===== src/rtl/booth_mult_pipe_if.sv =====
// Operand/product handshake bundle for booth_mult_pipe.
// rnd_o exists only when BOOTH_RND_EN is defined.
interface booth_mult_pipe_if #(
  parameter int unsigned DATA_W = 16,
  parameter int unsigned TAG_W  = 4
);
  logic                  in_valid;
  logic                  in_ready;
  logic [DATA_W-1:0]     x_i;
  logic [DATA_W-1:0]     y_i;
  logic [TAG_W-1:0]      tag_i;
  logic                  out_valid;
  logic                  out_ready;
  logic [2*DATA_W-1:0]   prod_o;
  logic [TAG_W-1:0]      tag_o;
`ifdef BOOTH_RND_EN
  logic [DATA_W-1:0]     rnd_o;
`endif

  modport master (
    output in_valid, x_i, y_i, tag_i, out_ready,
    input  in_ready, out_valid, prod_o, tag_o
`ifdef BOOTH_RND_EN
    , rnd_o
`endif
  );

  modport slave (
    input  in_valid, x_i, y_i, tag_i, out_ready,
    output in_ready, out_valid, prod_o, tag_o
`ifdef BOOTH_RND_EN
    , rnd_o
`endif
  );
endinterface


===== src/rtl/booth_mult_pipe.sv =====
// Pipelined signed radix-4 Booth multiplier with registered adder tree and valid/ready stall.
// Define BOOTH_RND_EN to add the rounded/saturated rnd_o output and one extra stage.
module booth_mult_pipe #(
  parameter int unsigned DATA_W    = 16,
  parameter int unsigned TAG_W     = 4,
  parameter int unsigned OUT_SHIFT = 15
) (
  input  logic               clk,
  input  logic               rst_n,
  booth_mult_pipe_if.slave   io
);
  localparam int unsigned PW  = 2 * DATA_W;
  localparam int unsigned NPP = DATA_W / 2;
  localparam int unsigned L   = $clog2(NPP);

  function automatic int unsigned cnt(input int unsigned k);
    return (NPP + (1 << k) - 1) >> k;
  endfunction

  logic                w_stall;
  logic                w_out_valid;
  logic [DATA_W-1:0]   r_x;
  logic [DATA_W-1:0]   r_y;
  logic                r_v   [L+2];
  logic [TAG_W-1:0]    r_tag [L+2];

  assign w_stall     = w_out_valid & ~io.out_ready;
  assign io.in_ready = ~w_stall;

  // valid/tag shift register: index 0 is the input stage, L+1 the tree root
  always_ff @(posedge clk or negedge rst_n) begin
    if (!rst_n) begin
      r_x <= '0;
      r_y <= '0;
      for (int unsigned i = 0; i < L + 2; i++) begin
        r_v[i]   <= 1'b0;
        r_tag[i] <= '0;
      end
    end else if (!w_stall) begin
      r_x      <= io.x_i;
      r_y      <= io.y_i;
      r_v[0]   <= io.in_valid;
      r_tag[0] <= io.tag_i;
      for (int unsigned i = 1; i < L + 2; i++) begin
        r_v[i]   <= r_v[i-1];
        r_tag[i] <= r_tag[i-1];
      end
    end
  end

  logic [DATA_W:0]     w_yx;
  logic [PW-1:0]       w_xe;
  logic [2:0]          w_grp;
  logic [PW-1:0]       w_mag;
  logic                w_neg;
  logic [PW-1:0]       w_pp [NPP];

  always_comb begin
    w_yx  = {r_y, 1'b0};
    w_xe  = {{DATA_W{r_x[DATA_W-1]}}, r_x};
    w_grp = '0;
    w_mag = '0;
    w_neg = 1'b0;
    for (int unsigned j = 0; j < NPP; j++) begin
      w_grp = w_yx[2*j +: 3];
      case (w_grp)
        3'b001, 3'b010: begin w_mag = w_xe;      w_neg = 1'b0; end
        3'b011:         begin w_mag = w_xe << 1; w_neg = 1'b0; end
        3'b100:         begin w_mag = w_xe << 1; w_neg = 1'b1; end
        3'b101, 3'b110: begin w_mag = w_xe;      w_neg = 1'b1; end
        default:        begin w_mag = '0;        w_neg = 1'b0; end
      endcase
      // ones' complement term plus the +1 correction at weight 2^(2j)
      w_pp[j] = ((w_neg ? ~w_mag : w_mag) << (2 * j))
              + ({{(PW-1){1'b0}}, w_neg} << (2 * j));
    end
  end

  for (genvar k = 0; k <= L; k++) begin : g_lvl
    logic [PW-1:0] r_sum [cnt(k)];
    if (k == 0) begin : g_booth
      always_ff @(posedge clk or negedge rst_n) begin
        if (!rst_n) begin
          for (int unsigned i = 0; i < NPP; i++) r_sum[i] <= '0;
        end else if (!w_stall) begin
          for (int unsigned i = 0; i < NPP; i++) r_sum[i] <= w_pp[i];
        end
      end
    end else begin : g_add
      localparam int unsigned N_IN = cnt(k - 1);
      for (genvar i = 0; i < cnt(k); i++) begin : g_node
        if (2 * i + 1 < N_IN) begin : g_pair
          always_ff @(posedge clk or negedge rst_n) begin
            if (!rst_n)        r_sum[i] <= '0;
            else if (!w_stall) r_sum[i] <= g_lvl[k-1].r_sum[2*i] + g_lvl[k-1].r_sum[2*i+1];
          end
        end else begin : g_pass
          always_ff @(posedge clk or negedge rst_n) begin
            if (!rst_n)        r_sum[i] <= '0;
            else if (!w_stall) r_sum[i] <= g_lvl[k-1].r_sum[2*i];
          end
        end
      end
    end
  end

  logic [PW-1:0] w_prod;
  assign w_prod = g_lvl[L].r_sum[0];

`ifdef BOOTH_RND_EN
  localparam logic        [PW:0] RND_HALF = {{PW{1'b0}}, 1'b1} << (OUT_SHIFT - 1);
  localparam logic signed [PW:0] SAT_MAX  = {{(PW-DATA_W+2){1'b0}}, {(DATA_W-1){1'b1}}};
  localparam logic signed [PW:0] SAT_MIN  = {{(PW-DATA_W+2){1'b1}}, {(DATA_W-1){1'b0}}};

  logic signed [PW:0]  w_biased;
  logic signed [PW:0]  w_shr;
  logic [DATA_W-1:0]   w_rnd;
  logic                r_v_q;
  logic [PW-1:0]       r_prod_q;
  logic [TAG_W-1:0]    r_tag_q;
  logic [DATA_W-1:0]   r_rnd;

  always_comb begin
    w_biased = $signed({w_prod[PW-1], w_prod}) + $signed(RND_HALF);
    w_shr    = w_biased >>> OUT_SHIFT;
    if (w_shr > SAT_MAX)      w_rnd = {1'b0, {(DATA_W-1){1'b1}}};
    else if (w_shr < SAT_MIN) w_rnd = {1'b1, {(DATA_W-1){1'b0}}};
    else                      w_rnd = w_shr[DATA_W-1:0];
  end

  always_ff @(posedge clk or negedge rst_n) begin
    if (!rst_n) begin
      r_v_q    <= 1'b0;
      r_prod_q <= '0;
      r_tag_q  <= '0;
      r_rnd    <= '0;
    end else if (!w_stall) begin
      r_v_q    <= r_v[L+1];
      r_prod_q <= w_prod;
      r_tag_q  <= r_tag[L+1];
      r_rnd    <= w_rnd;
    end
  end

  assign w_out_valid = r_v_q;
  assign io.prod_o   = r_prod_q;
  assign io.tag_o    = r_tag_q;
  assign io.rnd_o    = r_rnd;
`else
  assign w_out_valid = r_v[L+1];
  assign io.prod_o   = w_prod;
  assign io.tag_o    = r_tag[L+1];
`endif

  assign io.out_valid = w_out_valid;
endmodule


===== src/flat_wrapper.sv =====
// flat-port wrapper written by rule: the top's interface ports become plain ports
module booth_mult_pipe_flat 
#(
  parameter int unsigned DATA_W    = 16,
  parameter int unsigned TAG_W     = 4,
  parameter int unsigned OUT_SHIFT = 15
)
  (clk, rst_n, io_in_valid, io_x_i, io_y_i, io_tag_i, io_out_ready, io_in_ready, io_out_valid, io_prod_o, io_tag_o);
  booth_mult_pipe_if #(.DATA_W(DATA_W), .TAG_W(TAG_W)) io_i ();
  input  logic clk;
  input  logic rst_n;
  input wire logic [$bits(io_i.in_valid)-1:0] io_in_valid;
  input wire logic [$bits(io_i.x_i)-1:0] io_x_i;
  input wire logic [$bits(io_i.y_i)-1:0] io_y_i;
  input wire logic [$bits(io_i.tag_i)-1:0] io_tag_i;
  input wire logic [$bits(io_i.out_ready)-1:0] io_out_ready;
  output wire logic [$bits(io_i.in_ready)-1:0] io_in_ready;
  output wire logic [$bits(io_i.out_valid)-1:0] io_out_valid;
  output wire logic [$bits(io_i.prod_o)-1:0] io_prod_o;
  output wire logic [$bits(io_i.tag_o)-1:0] io_tag_o;
  assign io_i.in_valid = io_in_valid;
  assign io_i.x_i = io_x_i;
  assign io_i.y_i = io_y_i;
  assign io_i.tag_i = io_tag_i;
  assign io_i.out_ready = io_out_ready;
  assign io_in_ready = io_i.in_ready;
  assign io_out_valid = io_i.out_valid;
  assign io_prod_o = io_i.prod_o;
  assign io_tag_o = io_i.tag_o;
  booth_mult_pipe #(.DATA_W(DATA_W), .TAG_W(TAG_W), .OUT_SHIFT(OUT_SHIFT)) u_core (.clk(clk), .rst_n(rst_n), .io(io_i));
endmodule

===== config.mk =====
export PLATFORM = sky130hd
export DESIGN_NAME = booth_mult_pipe_flat
export DESIGN_NICKNAME = d
export VERILOG_FILES = /design/src/rtl/booth_mult_pipe_if.sv /design/src/rtl/booth_mult_pipe.sv /design/src/flat_wrapper.sv
export SDC_FILE = /design/constraint.sdc
export NUM_CORES = 1
export LEC_CHECK = 0
export ABC_AREA = 1
export CAP_MARGIN = 20
export CORE_AREA = 4 4 206 308
export CTS_CLUSTER_DIAMETER = 80
export DETAILED_ROUTE_END_ITERATION = 7
export DIE_AREA = 0 0 210 312
export HOLD_SLACK_MARGIN = 0.02
export MAX_ROUTING_LAYER = met4
export PLACE_DENSITY_LB_ADDON = 0.15
export SYNTH_ARGS = -nofsm -noshare
export SYNTH_HDL_FRONTEND = slang
export SYNTH_SLANG_ARGS = --single-unit

===== constraint.sdc =====
create_clock -name clk -period 2.5 [get_ports clk]
set_input_delay 0.5 -clock clk [delete_from_list [all_inputs] [get_ports clk]]
set_output_delay 0.5 -clock clk [all_outputs]
set_load 0.05 [all_outputs]

==> metrics.cfg, run 1 <==
[critical_path]
r2r-start=u_core.g_lvl[0].r_sum[198]
reg2reg_slack_ns=0.13
worst_ep_required_time_ns=2.99
slowest_delay_ns=0.41
cp_data_arrival_time_ns=2.86
critPathLaunchType=flop
crit_fanout=4
r2r-end=u_core.g_lvl[1].r_sum[121]
slowest_stage=dfrtp_1
crit_path_end_kind=flop
crit_type=reg -> reg
reg2reg_depth=10
cp_cell_sequence=ha_1 -> a21oi_1 -> o21ai_0 -> nor2_1 -> o21ai_1 -> nand2_1 -> nand3_1 -> nor2_1 -> nand3b_1 -> nand2_1

[synth]
ys.warnings.count=0
synth.most_common_cell=nand2_1
yosys.area.top_type=dfrtp_1
yosysSeqAreaShare_pct=34.0
synth_edf_count=0
yosysUniqueCellTypes=52
syn-num-nets=5180
async_reset_ff_share_pct=100
ys_top_cells_by_area=dfrtp_1 34%, nand2_1 22%, nand3_1 7.3%
ys_ff_latch=449
synthesis.area_um2=33000
synth_ff_type=dfrtp_1
synth_cells=4956
synth_area_per_cell_um2=6.66
synth_common_cells=1938 x nand2_1, 480 x nand3_1, 449 x dfrtp_1, 384 x nor2_1, 322 x o21ai_0
yosysTopAreaCellShare_pct=34.0

[routing]
routed_wl_mm=103
drtPass1Iterations=5
drc=0
vias=32600
antenna_left=0
vias_per_cell=5.51
routedWlPerCell_um=17.4
drt_iter0_markers=2589

[global_route]
grt_pass1_vias=30800
grt_pass1_wl_mm=163
grt_max_degree=150
overflow=0
track_usage_pct=31.6
antenna_found_initial=0

[finish]
area_growth_pct=13.1
fin_nets=5312
layout.cells.non_filler=5914
final_core_util_pct=61.4
antenna_cells=0
register_area_um2=11200
multi_input_area_um2=19900
drive_gt1_share_pct=8.57
nFillCells=5903

[clock_network]
cts_buffer_depth=3
clk-insertion-delay-late_ns=0.61
cts_max_level=2
cts_inserted_buffers=48
cts_sinks=449
cts_tree=built
clkSlewWorstSetupHoldPaths_ns=0.06
cts-root-buf=clkbuf_16

[place]
place.gp.congestion=0.962
port_buffers=77
dp_cells=5818
hpwl_mm=80.7

[sta]
slew_headroom_pct=55.0
rsz0062_at_grt=yes
fmax_mhz=422
worst_slew_pin_slew_ns=0.668
holdWs_ns=0.419
drv_slew=0
clock_skew_ns=0.0232
final.period_utilization_pct=94.8
finalSetupViolCount=0
final.min_clock_period_ns=2.37
tns_ns=0
final_hold_viol_count=0

[floorplanning]
core_area_um2=60800
die_y_um=312
floorplan.rows=111
start_util_pct=54.3
die_area_um2=65500
die_w_um=210
ios=78

[hold_path]
hold_path.class=in -> async

[run_status]
status=completed

[flow_run]
drv_cap=0

layout make-up:
type                       instances  area share [%]
sequential                       449            30.1
tap                              791            2.65
clock inverter                    25           0.831
multi-input combinational       4011            53.2
inverter                         323            3.28
timing repair buffer             255            6.41
clock buffer                      60            3.53
stage by stage:
stage / worst slack (ns) / cell area [µm²]
global placement: 0.00995 / 35500
global route: -0.0282 / 37300
detailed placement: -0.0397 / 35500
CTS: 0.0235 / 37100
finish: 0.131 / 37300
floorplan: 0.0135 / 33000
metal layers:
| metal | GRT usage, % | up-vias | part of all wire [%] |
|---|---|---|---|
| met5 | - | - | 0 |
| met4 | 11.8 | 0 | 4.6 |
| met3 | 3.11 | 236 | 3.9 |
| met2 | 54.5 | 794 | 50 |
| met1 | 38.4 | 15100 | 41 |
| li1 | - | 16500 | - |
state kept, by name, indices dropped and copies added (netlist names):
signal	count
u_core.r_x	16
u_core.io.tag_o	4
u_core.io.out_valid	1
u_core.g_lvl.r_sum	360
u_core.r_tag	16
u_core.r_y	16
u_core.r_v	4
u_core.io.prod_o	32
worst max path at each step:
stage / from / to / slack, ns / depth (start not counted)
final: u_core.g_lvl[0].r_sum[198] / u_core.g_lvl[1].r_sum[121] / 0.13 / 10
after global routing: u_core.r_y[11] / u_core.g_lvl[0].r_sum[88] / -0.03 / 14
after CTS: u_core.r_y[13] / u_core.g_lvl[0].r_sum[24] / 0.02 / 15
after detailed placement: u_core.g_lvl[0].r_sum[198] / u_core.g_lvl[1].r_sum[119] / -0.04 / 9
after global placement: u_core.g_lvl[0].r_sum[198] / u_core.g_lvl[1].r_sum[119] / 0.01 / 9
after floorplan: u_core.io.out_valid / io_in_ready / 0.01 / 7
cell families after synthesis:
group,Yosys count,synth area share [%]
compound gates,677,11.3
xor+xnor,101,2.68
buf+inv,496,6.12
flops,449,34.0
simple gates,3049,38.7
fa+ha+maj,184,7.13
timing repair:
| item | 4_1_cts | 5_1_grt |
|---|---|---|
| hold buffers | 1 | 0 |
| pin swaps | 0 | 7 |
| gates cloned | 0 | 0 |
| buffers inserted | 0 | 10 |
| endpoints found under the hold margin | 39 | 0 |
| endpoints found under the setup margin | 1 | 111 |
| resized for setup | 1 | 58 |
cell usage in the layout (no fill, tap or decap), types with 32 or more instances in the layout:
cell type | netlist | final
o21ai_0 | 322 | 304
ha_1 | 177 | 176
xnor2_1 | 48 | 48
nor2_1 | 384 | 373
or2_2 | 37 | 37
inv_1 | 298 | 297
clkbuf_16 | 0 | 49
nand2_1 | 1938 | 1934
a21oi_1 | 189 | 188
buf_4 | 19 | 154
a31oi_1 | 40 | 40
nand4_1 | 73 | 73
o21ai_1 | 17 | 32
nor2_2 | 27 | 33
nand3_1 | 480 | 478
dfrtp_1 | 449 | 445
clkdlybuf4s50_1 | 0 | 75
xor2_1 | 53 | 53
critical path: cells and delay by family, from the launching register on:
kind	cells	cell delay [ns]
compound gates	3	0.62
fa+ha+maj	1	0.36
flops	1	0.41
simple gates	6	0.86
Power of run 1 is left out: the tool's default activity adds up to more than one toggle a clock period on the data nets, which glitch-free logic cannot reach.
==> run 2, diff against run 1 <==
REMOVE_ABC_BUFFERS = 1   (was not set)
==> metrics.cfg, run 2 (synthesis results as in run 1) <==
[run_status]
status=completed  ; unchanged

[critical_path]
slowest_stage=dfrtp_2  ; was dfrtp_1
crit_path_end_kind=flop  ; unchanged
critPathLaunchType=flop  ; unchanged
path_buf_inv=1  ; was 0
cp_top_family=simple AND/OR/NAND/NOR gates  ; unchanged
cp_cell_sequence=nand2_2 -> inv_2 -> nor2_4 -> nand2_1 -> nand2_1 -> nand2_1 -> nand2_2 -> ha_1 -> nand2_1 -> nor2_4 -> nand2_2 -> o21ai_2 -> nand2_1  ; was ha_1 -> a21oi_1 -> o21ai_0 -> nor2_1 -> o21ai_1 -> nand2_1 -> nand3_1 -> nor2_1 -> nand3b_1 -> nand2_1
worst_ep_required_time_ns=2.98  ; was 2.99 ns
cpMostUsedCell=nand2_1
cp_data_arrival_time_ns=2.83  ; was 2.86 ns
slowest_delay_ns=0.54  ; was 0.41 ns
crit_fanout=11  ; was 4
crit_type=reg -> reg  ; unchanged

[place]
hpwl_mm=78.1  ; was 80.7 mm
port_buffers=77  ; unchanged
place.gp.congestion=0.984  ; was 0.962
place_area_um2=35600  ; was 35500 µm²

[sta]
clock_skew_ns=0.0169  ; was 0.0232 ns
final.period_utilization_pct=94.0  ; was 94.8%
slew_headroom_pct=51.3  ; was 55.0%
rsz0062_at_grt=yes  ; unchanged
final.min_clock_period_ns=2.35  ; was 2.37 ns
final_hold_viol_count=0  ; unchanged
drv_slew=0  ; unchanged
worst_slew_pin_slew_ns=0.722  ; was 0.668 ns
fmax_mhz=426  ; was 422 MHz
finalSetupViolCount=0  ; unchanged

[routing]
antenna_left=0  ; unchanged
drtPass1Iterations=6  ; was 5
drt_iter0_markers=2029  ; was 2589
routed_wl_mm=99.2  ; was 103 mm
vias_per_cell=5.47  ; was 5.51
vias=32400  ; was 32.6k
drc=0  ; unchanged
routedWlPerCell_um=16.7  ; was 17.4 µm

[finish]
final_common_cell=nand2_1  ; unchanged
area_growth_pct=13.4  ; was 13.1%
final_cell_mix=1936 x nand2_1, 477 x nand3_1, 442 x dfrtp_1  ; was 1934 x nand2_1, 478 x nand3_1, 445 x dfrtp_1
nFillCells=5827  ; was 5903
largest_reg_flops=360  ; unchanged
final_core_util_pct=61.5  ; was 61.4%
drive_gt1_share_pct=9.04  ; was 8.57%
regMostFlops=u_core.g_lvl.r_sum  ; unchanged
final_area_um2=37400  ; was 37300 µm²
fin_nets=5328  ; was 5312
antenna_cells=0  ; unchanged

[floorplanning]
start_util_pct=54.3  ; unchanged
die_y_um=312  ; unchanged
core_area_um2=60800  ; unchanged
floorplan.rows=111  ; unchanged
die_w_um=210  ; unchanged
die_area_um2=65500  ; unchanged
ios=78  ; unchanged

[hold_path]
hold_path.class=in -> reg  ; was in -> async

[clock_network]
cts_inserted_buffers=46  ; was 48
cts_sinks=449  ; unchanged
cts_tree=built  ; unchanged
cts_buffer_depth=3  ; unchanged
cts-root-buf=clkbuf_16  ; unchanged
cts_max_level=2  ; unchanged
clkSlewWorstSetupHoldPaths_ns=0.06  ; about the same
clk-insertion-delay-late_ns=0.60  ; was 0.61 ns

[flow_run]
drv_cap=0  ; unchanged

[global_route]
antenna_found_initial=0  ; unchanged
overflow=0  ; unchanged
grt_max_degree=91  ; was 150
grt_pass1_wl_mm=161  ; was 163 mm
grt_pass1_vias=31300  ; was 30.8k
track_usage_pct=31.0  ; was 31.6%

## run 2: cell types whose count changed in the layout (fill, tap and decap cells not counted), sizes merged
cell      change
buf          +18
clkinv        -2
clkinvlp      +2
bufinv        -1
clkbuf        +1
inv           +1
## run 2: final timing paths
path,startpoint,to,slack (ns),depth (start not counted)
max reg2reg,u_core.r_y[7],u_core.g_lvl[0].r_sum[122],0.15,13
min reg2reg,u_core.r_v[1],u_core.io.out_valid,0.46,1
max in group asynchronous,rst_n,u_core.g_lvl[1].r_sum[63],1.23,3
min in group asynchronous,rst_n,u_core.g_lvl[0].r_sum[154],0.48,2
min,io_y_i[6],u_core.r_y[6],0.43,3
max,u_core.r_y[7],u_core.g_lvl[0].r_sum[122],0.15,13
## run 2: final cells by class
type / instances / area, µm² / share of cell area, %
clock buffers: 61 / 1290 / 3.44
clock inverters: 25 / 303 / 0.809
inverters: 323 / 1230 / 3.29
multi-input cells: 4011 / 19900 / 53.1
flip-flops and latches: 449 / 11200 / 30.0
well taps: 791 / 990 / 2.64
repair buffers: 273 / 2490 / 6.65
## run 2: worst min-delay path, delay by kind of cell
| family | cells | cell delay, ns |
|---|---|---|
| buffers and inverters | 1 | 0.39 |
| and+or+nand+nor | 2 | 0.10 |
## run 2: metal layers
| layer | global-route usage (%) | routed length (µm) | part of all wire, % |
|---|---|---|---|
| met5 | - | 0 | 0 |
| met4 | 14.9 | 6040 | 6.1 |
| met3 | 3.52 | 4430 | 4.5 |
| met2 | 53.5 | 48400 | 49 |
| met1 | 36.0 | 40300 | 41 |
## run 2: what timing repair did
action | 4_1_cts | 5_1_grt
setup buffers | 0 | 11
setup endpoints to repair | 0 | 130
hold buffers | 1 | 0
endpoints found under the hold margin | 51 | 0
resized for setup | 0 | 64
## run 2: through the flow
step	instances	setup WS [ns]	hold WS [ns]	setup TNS [ns]
after detailed placement	5835	0.0372	0.453	0
after floorplan	4783	-36.02	0.204	-
after global routing	5933	-0.0220	0.445	-0.0220
after global placement	5835	0.0970	0.446	0
after CTS	5922	0.0234	0.407	0
final	5933	0.150	0.435	0
Power of run 2 is left out for the same reason.
